<file path="src/rtl/riscv_pkg.sv">
// ---------------------------------------------------------------------------
// riscv_pkg
// Shared constants for the integer register file slice:
//   XLEN  - register / data width
//   NREGS - number of architectural registers (power of two)
//   AW    - register address width, log2(NREGS)
//   wbSel_e - write-back mux select encodings (pc, alu, mem, imm)
// ---------------------------------------------------------------------------
package riscv_pkg;

    localparam int XLEN  = 32;
    localparam int NREGS = 32;
    localparam int AW    = 5;

    typedef enum logic [1:0] {
        WB_PC  = 2'd0,
        WB_ALU = 2'd1,
        WB_MEM = 2'd2,
        WB_IMM = 2'd3
    } wbSel_e;

endpackage : riscv_pkg

</file>
<file path="src/rtl/wb_scoreboard.sv">
// ---------------------------------------------------------------------------
// wb_scoreboard
// Tracks which integer registers have a write pending between issue and
// write-back, and raises a decode stall when a consumed source is pending.
//
// Ports:
//   clk, rst             - clock (rising edge), async active-high reset
//   issueValid, rdIssue  - issuing instruction marks rdIssue busy
//   wbValid, wbRd        - retiring write clears busy[wbRd]
//   rs1Addr/rs2Addr      - decode source addresses
//   rs1Used/rs2Used      - decode actually consumes the source
//   hazard               - combinational stall request to decode
//   busyVec              - registered busy snapshot, bit i = reg i pending
//
// Configuration macro: WB_BYPASS_EN - when defined, a register being
// retired this cycle no longer counts as busy for the hazard compare,
// because the read port forwards wbData on the same edge.
// ---------------------------------------------------------------------------
module wb_scoreboard
    import riscv_pkg::*;
(
    input  logic             clk,
    input  logic             rst,
    input  logic             issueValid,
    input  logic [AW-1:0]    rdIssue,
    input  logic             wbValid,
    input  logic [AW-1:0]    wbRd,
    input  logic [AW-1:0]    rs1Addr,
    input  logic [AW-1:0]    rs2Addr,
    input  logic             rs1Used,
    input  logic             rs2Used,
    output logic             hazard,
    output logic [NREGS-1:0] busyVec
);

    logic [NREGS-1:0] busy_r;
    logic [NREGS-1:0] busyNext_s;
    logic [NREGS-1:0] busyEff_s;
    logic             rs1Hit_s;
    logic             rs2Hit_s;

    // Next busy vector: set beats clear on the same register (the issuing
    // instruction is the newer producer); x0 can never be busy.
    always_comb begin
        busyNext_s = busy_r;
        for (int i = 0; i < NREGS; i++) begin
            busyNext_s[i] = (issueValid && (rdIssue == AW'(i)) && (i != 0)) ? 1'b1 :
                            ((wbValid && (wbRd == AW'(i))) ? 1'b0 : busy_r[i]);
        end
        busyNext_s[0] = 1'b0;
    end

    // Busy vector register.
    always_ff @(posedge clk or posedge rst) begin
        if (rst) begin
            busy_r <= {NREGS{1'b0}};
        end else begin
            busy_r <= busyNext_s;
        end
    end

    // Busy view used for stalling; with forwarding, a register retiring now
    // is already readable and must not stall.
    always_comb begin
        busyEff_s = busy_r;
        for (int i = 0; i < NREGS; i++) begin
`ifdef WB_BYPASS_EN
            busyEff_s[i] = busy_r[i] & ~(wbValid && (wbRd == AW'(i)));
`else
            busyEff_s[i] = busy_r[i];
`endif
        end
    end

    // Source compare; address 0 never stalls.
    always_comb begin
        rs1Hit_s = rs1Used && (rs1Addr != {AW{1'b0}}) && busyEff_s[rs1Addr];
        rs2Hit_s = rs2Used && (rs2Addr != {AW{1'b0}}) && busyEff_s[rs2Addr];
    end

    assign hazard  = rs1Hit_s | rs2Hit_s;
    assign busyVec = busy_r;

endmodule : wb_scoreboard

</file>
<file path="src/rtl/reg_file_wb.sv">
// ---------------------------------------------------------------------------
// reg_file_wb
// Integer register file written straight from the write-back mux, with two
// registered read ports for decode and a built-in write scoreboard.
//
// Ports:
//   clk, rst                 - clock (rising edge), async active-high reset
//   rdEn                     - capture both read ports on this edge
//   rs1Addr/rs2Addr          - read addresses
//   rs1Used/rs2Used          - decode consumes the source (hazard qualify)
//   rs1Data/rs2Data          - registered read data (1 cycle latency)
//   issueValid, rdIssue      - mark destination pending
//   wbValid, wbRd, wbData    - retiring register write
//   wbSel                    - select used by the write-back mux (debug only)
//   hazard                   - combinational decode stall
//   busyVec                  - pending-write snapshot
//   lastWbSel                - debug view of the last retired wbSel
//
// Configuration macro: WB_BYPASS_EN - same-cycle forwarding of wbData into
// the read ports and one-cycle-earlier hazard release. Undefined: reads see
// the pre-write register value.
// ---------------------------------------------------------------------------
module reg_file_wb
    import riscv_pkg::*;
(
    input  logic             clk,
    input  logic             rst,
    input  logic             rdEn,
    input  logic [AW-1:0]    rs1Addr,
    input  logic [AW-1:0]    rs2Addr,
    input  logic             rs1Used,
    input  logic             rs2Used,
    output logic [XLEN-1:0]  rs1Data,
    output logic [XLEN-1:0]  rs2Data,
    input  logic             issueValid,
    input  logic [AW-1:0]    rdIssue,
    input  logic             wbValid,
    input  logic [AW-1:0]    wbRd,
    input  logic [XLEN-1:0]  wbData,
    input  logic [1:0]       wbSel,
    output logic             hazard,
    output logic [NREGS-1:0] busyVec,
    output logic [1:0]       lastWbSel
);

    logic [XLEN-1:0] regArray_r [NREGS];
    logic [XLEN-1:0] rs1Next_s;
    logic [XLEN-1:0] rs2Next_s;
    logic            wrEn_s;
    wbSel_e          lastWbSel_r;

    assign wrEn_s = wbValid && (wbRd != {AW{1'b0}});

    // Register array; entry 0 is never written so x0 stays zero.
    always_ff @(posedge clk or posedge rst) begin
        if (rst) begin
            for (int i = 0; i < NREGS; i++) begin
                regArray_r[i] <= {XLEN{1'b0}};
            end
        end else if (wrEn_s) begin
            regArray_r[wbRd] <= wbData;
        end
    end

    // Read-port data selection, including optional same-edge forwarding.
    always_comb begin
        rs1Next_s = (rs1Addr == {AW{1'b0}}) ? {XLEN{1'b0}} : regArray_r[rs1Addr];
        rs2Next_s = (rs2Addr == {AW{1'b0}}) ? {XLEN{1'b0}} : regArray_r[rs2Addr];
`ifdef WB_BYPASS_EN
        if (wrEn_s && (wbRd == rs1Addr)) begin
            rs1Next_s = wbData;
        end else begin
            rs1Next_s = rs1Next_s;
        end
        if (wrEn_s && (wbRd == rs2Addr)) begin
            rs2Next_s = wbData;
        end else begin
            rs2Next_s = rs2Next_s;
        end
`endif
    end

    // Registered read ports; hold when rdEn is low.
    always_ff @(posedge clk or posedge rst) begin
        if (rst) begin
            rs1Data <= {XLEN{1'b0}};
            rs2Data <= {XLEN{1'b0}};
        end else if (rdEn) begin
            rs1Data <= rs1Next_s;
            rs2Data <= rs2Next_s;
        end
    end

    // Debug capture of the write-back source; not on the data path.
    always_ff @(posedge clk or posedge rst) begin
        if (rst) begin
            lastWbSel_r <= WB_PC;
        end else if (wbValid) begin
            lastWbSel_r <= wbSel_e'(wbSel);
        end
    end

    assign lastWbSel = lastWbSel_r;

    wb_scoreboard uScoreboard (
        .clk        (clk),
        .rst        (rst),
        .issueValid (issueValid),
        .rdIssue    (rdIssue),
        .wbValid    (wbValid),
        .wbRd       (wbRd),
        .rs1Addr    (rs1Addr),
        .rs2Addr    (rs2Addr),
        .rs1Used    (rs1Used),
        .rs2Used    (rs2Used),
        .hazard     (hazard),
        .busyVec    (busyVec)
    );

endmodule : reg_file_wb

</file>
<file path="config.mk">
export PLATFORM = sky130hd
export DESIGN_NAME = reg_file_wb
export DESIGN_NICKNAME = d
export VERILOG_FILES = /design/src/rtl/riscv_pkg.sv /design/src/rtl/wb_scoreboard.sv /design/src/rtl/reg_file_wb.sv
export SDC_FILE = /design/constraint.sdc
export NUM_CORES = 2
export LEC_CHECK = 0
export CAP_MARGIN = 20
export CORE_MARGIN = 10
export CORE_UTILIZATION = 61
export CTS_CLUSTER_DIAMETER = 120
export DETAILED_ROUTE_END_ITERATION = 10
export DONT_BUFFER_PORTS = 1
export GPL_ROUTABILITY_DRIVEN = 0
export PLACE_DENSITY = 0.87
export SLEW_MARGIN = 20
export SYNTH_ARGS = -nofsm -noshare
export SYNTH_HDL_FRONTEND = slang
export SYNTH_HIERARCHICAL = 1
export SYNTH_SLANG_ARGS = --single-unit
export TNS_END_PERCENT = 100
</file>
<file path="constraint.sdc">
create_clock -name clk -period 92 [get_ports clk]
set_input_delay 27.6 -clock clk [delete_from_list [all_inputs] [get_ports clk]]
set_output_delay 27.6 -clock clk [all_outputs]
set_load 0.01 [all_outputs]
</file>
==> out/metrics.csv <==
stage,metric,value,unit
worst_setup_path,slowest_stage,mux4_2,
yosys,synth_fp_nets,4269,
yosys,synth-edff-count,0,
sta,worst_pin_slew,1.51,ns
cts,root_buffer,clkbuf_16,
placement,placed_area,59600,sq um
yosys,synthDistinctLibCells,63,
sta,maxSlewHeadroom,-0.908,%
cts,path_clk_slew,0.06,ns
sta,maxSlewViolCount,17,
worst_setup_path,critPathMaxFanout,320,
cells_and_area,num-fill-cells,6340,
worst_setup_path,cp_cell_sequence,"mux4_2, mux2_2, a211oi_2, o2bb2ai_1",
sta,hold_violations,0,
cells_and_area,drive_gt1_share,44.2,%
yosys,syn_area,59400,sq um
placement,dp_slack,35.50,ns
yosys,avgSynthCellArea,14.1,sq um
detailed_routing,wire_per_inst,33.9,um
power,power_density,21.9,nW/um^2
sta,max_freq,0.0176,GHz
worst_setup_path,r2r_cells,4,
sta,tns,0,ns
cts,cts_setup_buffers,0,
cells_and_area,area_growth,6.77,%
detailed_routing,vias,39600,
die,core,96600,sq um
cts,numClockSinks,1121,
cts,tritoncts,done,
die,num_rows,114,
worst_setup_path,cpPeakStageDelay,0.64,ns
worst_hold_path,min_path_type,flop to flop,
sta,rsz0062_at_grt,false,
detailed_routing,drc,0,
yosys,ys_seq_area_share,47.3,%
detailed_routing,wirelength,180000,um
sta,worst_slack,35.17,ns
die,die_area,110000,sq um
cells_and_area,seq_area,28100,sq um
power,ir_drop,0.0182,mV
sta,fin_crit_sh,61.8,%
sta,finClkSkew,0.0336,ns
grt,grt.overflow.total,0,
sta,setup_viol,0,
worst_setup_path,start_kind,input pin,
cts,cts_inserted_buffers,112,
cells_and_area,fin_cells,5306,
die,die_h,332,um
sta,period_needed,56.83,ns
grt,grt_max_degree,326,
cts,insertion_delay,0.71,ns
placement,place_inst,5101,
power,p_leak,0.0274,uW
grt,grt_use_total,31.9,%
worst_setup_path,worstPathArrival,29.23,ns
placement,hpwl,97500,um
worst_hold_path,timing.hold.worst_path_depth,0,
detailed_routing,vias_per_cell,7.47,
yosys,async_flop_share,100,%
die,die_w,332,um
yosys,syn_inst,4208,
yosys,ys_warn_count,6,
flow_run,max-cap-violations,0,
detailed_routing,drtIter0Drc,4689,
die,ioPinCount,160,
cells_and_area,fin_area,63400,sq um
worst_setup_path,endpoint_kind,output pin,
cts,htreeDepth,3,
yosys,ys_ff_latch,1121,
die,start_util,61.5,%
status,status,"finished, violations left",
detailed_routing,antenna_left,0,
grt,grt_pass1_wl,268000,um
cells_and_area,final_nets,4000,
cts,cts_buffer_depth,3,
status,failed_checks,slew limit,
sta,holdWs,0.398,ns
placement,io_buffers,0,
cells_and_area,multi_input_area,29500,sq um
cts,cts_resized,0,
yosys,synth_ff_type,dfrtp_1,
grt,grt_pass1_vias,41700,
worst_setup_path,crit_type,input pin to output pin,
grt,antenna_found_initial,3,
detailed_routing,first_pass_iters,8,
cts,ctsHoldBuffers,0,
worst_setup_path,cp.required,64.40,ns
==> critical path: cells and delay by family <==
family	cells	cell delay (ns)
mux	2	0.92
compound gates	2	0.43
==> through the flow <==
step	util [%]	total power, uW
3_3_place_gp	61.8	899
5_1_grt	65.6	1440
6_report	65.6	1390
2_1_floorplan	-	869
4_1_cts	65.6	1380
3_5_place_dp	61.8	920
==> flip-flops by register name (all words and copies together), names as in the netlist <==
signal and count:
uScoreboard/busyVec 31, rs2Data 32, rs1Data 32, regArray_r 1024
lastWbSel 2
==> power breakdown <==
| part | switching, uW | leakage, uW | internal, uW | total (uW) |
|---|---|---|---|---|
| clock network | 195 | 0.00186 | 272 | 468 |
| logic | 86.9 | 0.0112 | 161 | 248 |
| registers | 87.0 | 0.0143 | 587 | 674 |
==> path summary, 6_finish.rpt <==
| kind | endpoint | from | slack, ns |
|---|---|---|---|
| worst max-delay path | hazard | rs1Addr[0] | 35.17 |
| worst min-delay path | regArray_r[1015]$_DFFE_PP0P_ | regArray_r[1015]$_DFFE_PP0P_ | 0.40 |
| worst min register to register | regArray_r[1015]$_DFFE_PP0P_ | regArray_r[1015]$_DFFE_PP0P_ | 0.40 |
| min in group asynchronous | uScoreboard/busyVec[28]$_DFFE_PP0P_ | rst | 26.87 |
| worst max register to register | rs2Data[17]$_DFFE_PP0P_ | regArray_r[561]$_DFFE_PP0P_ | 89.94 |
| max in group asynchronous | rs1Data[6]$_DFFE_PP0P_ | rst | 60.94 |
==> layout make-up <==
cell class,count,share of cell area [%]
clock buffers,172,5.30
inverters,6,0.0494
diodes,1,0.00395
repair buffers,63,0.786
flip-flops and latches,1121,44.3
multi-input cells,2635,46.5
clock inverters,32,0.592
well taps,1276,2.52
==> cell families (layout without fill, tap and decap cells) <==
family,count (synthesis),count (layout),share of synthesized area [%]
mux,1767,1767,40.8
flops,1121,1121,47.3
compound gates,516,516,5.61
buf+inv,452,273,3.44
simple gates,351,351,2.92
other cells,1,2,0.00632
==> cell usage in the layout (no fill, tap or decap), types with 5 or more instances in the layout <==
| cell type | Yosys | routed |
|---|---|---|
| nand4_1 | 6 | 6 |
| nand3b_1 | 9 | 9 |
| nand2_1 | 99 | 82 |
| nor2_4 | 0 | 16 |
| or4_1 | 9 | 9 |
| clkbuf_16 | 0 | 115 |
| mux4_2 | 411 | 411 |
| o311ai_0 | 8 | 8 |
| nor4_1 | 6 | 6 |
| nor2b_1 | 53 | 52 |
| dfrtp_1 | 1121 | 1121 |
| clkinv_2 | 0 | 21 |
| nor2_1 | 96 | 80 |
| a211o_1 | 34 | 34 |
| o211ai_1 | 16 | 16 |
| o31a_1 | 7 | 7 |
| a31oi_1 | 23 | 23 |
| o22ai_1 | 81 | 81 |
| clkbuf_8 | 1 | 27 |
| o21ai_0 | 130 | 130 |
| nand3_1 | 21 | 21 |
| a2111oi_0 | 33 | 33 |
| mux2_2 | 1081 | 1081 |
| clkbuf_1 | 252 | 30 |
| a21oi_1 | 100 | 100 |
| o22a_1 | 13 | 13 |
| a211oi_1 | 20 | 20 |
| nor3_1 | 9 | 9 |
| o31ai_1 | 6 | 5 |
| bufinv_16 | 0 | 8 |
| a22oi_1 | 24 | 24 |
| nor3b_1 | 6 | 6 |
| buf_4 | 20 | 61 |
| mux2i_1 | 273 | 273 |
| nand2b_1 | 17 | 17 |
| nand2_2 | 0 | 17 |
==> metal layers <==
metal	track usage [%]	vias up	share of wire [%]
met5	0	-	0.0078
met4	17.3	2	6.2
met3	11.3	689	13
met2	48.1	2617	45
met1	40.1	20800	36
li1	-	15500	-
==> synthesized netlist by cell type (3+ instances only) <==
| master | number | area share (%) |
|---|---|---|
| a2111oi_2 | 3 | 0.076 |
| a211o_1 | 34 | 0.50 |
| or4_1 | 9 | 0.11 |
| inv_1 | 5 | 0.032 |
| clkbuf_1 | 252 | 1.6 |
| nor2b_1 | 53 | 0.56 |
| nand3_1 | 21 | 0.18 |
| mux2i_1 | 273 | 4.6 |
| a211oi_1 | 20 | 0.25 |
| o22a_1 | 13 | 0.19 |
| buf_2 | 98 | 0.83 |
| o21ai_0 | 130 | 1.1 |
| or2_2 | 3 | 0.032 |
| dfrtp_1 | 1121 | 47 |
| o311ai_1 | 4 | 0.059 |
| o31ai_1 | 6 | 0.076 |
| buf_6 | 11 | 0.21 |
| nor3b_1 | 6 | 0.076 |
| o22ai_1 | 81 | 0.85 |
| nand3b_1 | 9 | 0.11 |
| nand2b_1 | 17 | 0.18 |
| o2bb2ai_1 | 4 | 0.059 |
| nand2_1 | 99 | 0.63 |
| mux4_2 | 411 | 16 |
| o211ai_1 | 16 | 0.20 |
| o311ai_0 | 8 | 0.12 |
| a21oi_1 | 100 | 0.84 |
| o31a_1 | 7 | 0.10 |
| nand4_1 | 6 | 0.063 |
| nor4_1 | 6 | 0.063 |
| a2111oi_0 | 33 | 0.49 |
| nor2_1 | 96 | 0.61 |
| buf_4 | 20 | 0.25 |
| o2111ai_1 | 4 | 0.059 |
| buf_12 | 3 | 0.10 |
| mux2_2 | 1081 | 21 |
| nor3_1 | 9 | 0.076 |
| a31oi_1 | 23 | 0.24 |
| a22oi_1 | 24 | 0.30 |
| buf_1 | 60 | 0.38 |
No activity file was read; power rests on OpenSTA's default activity.
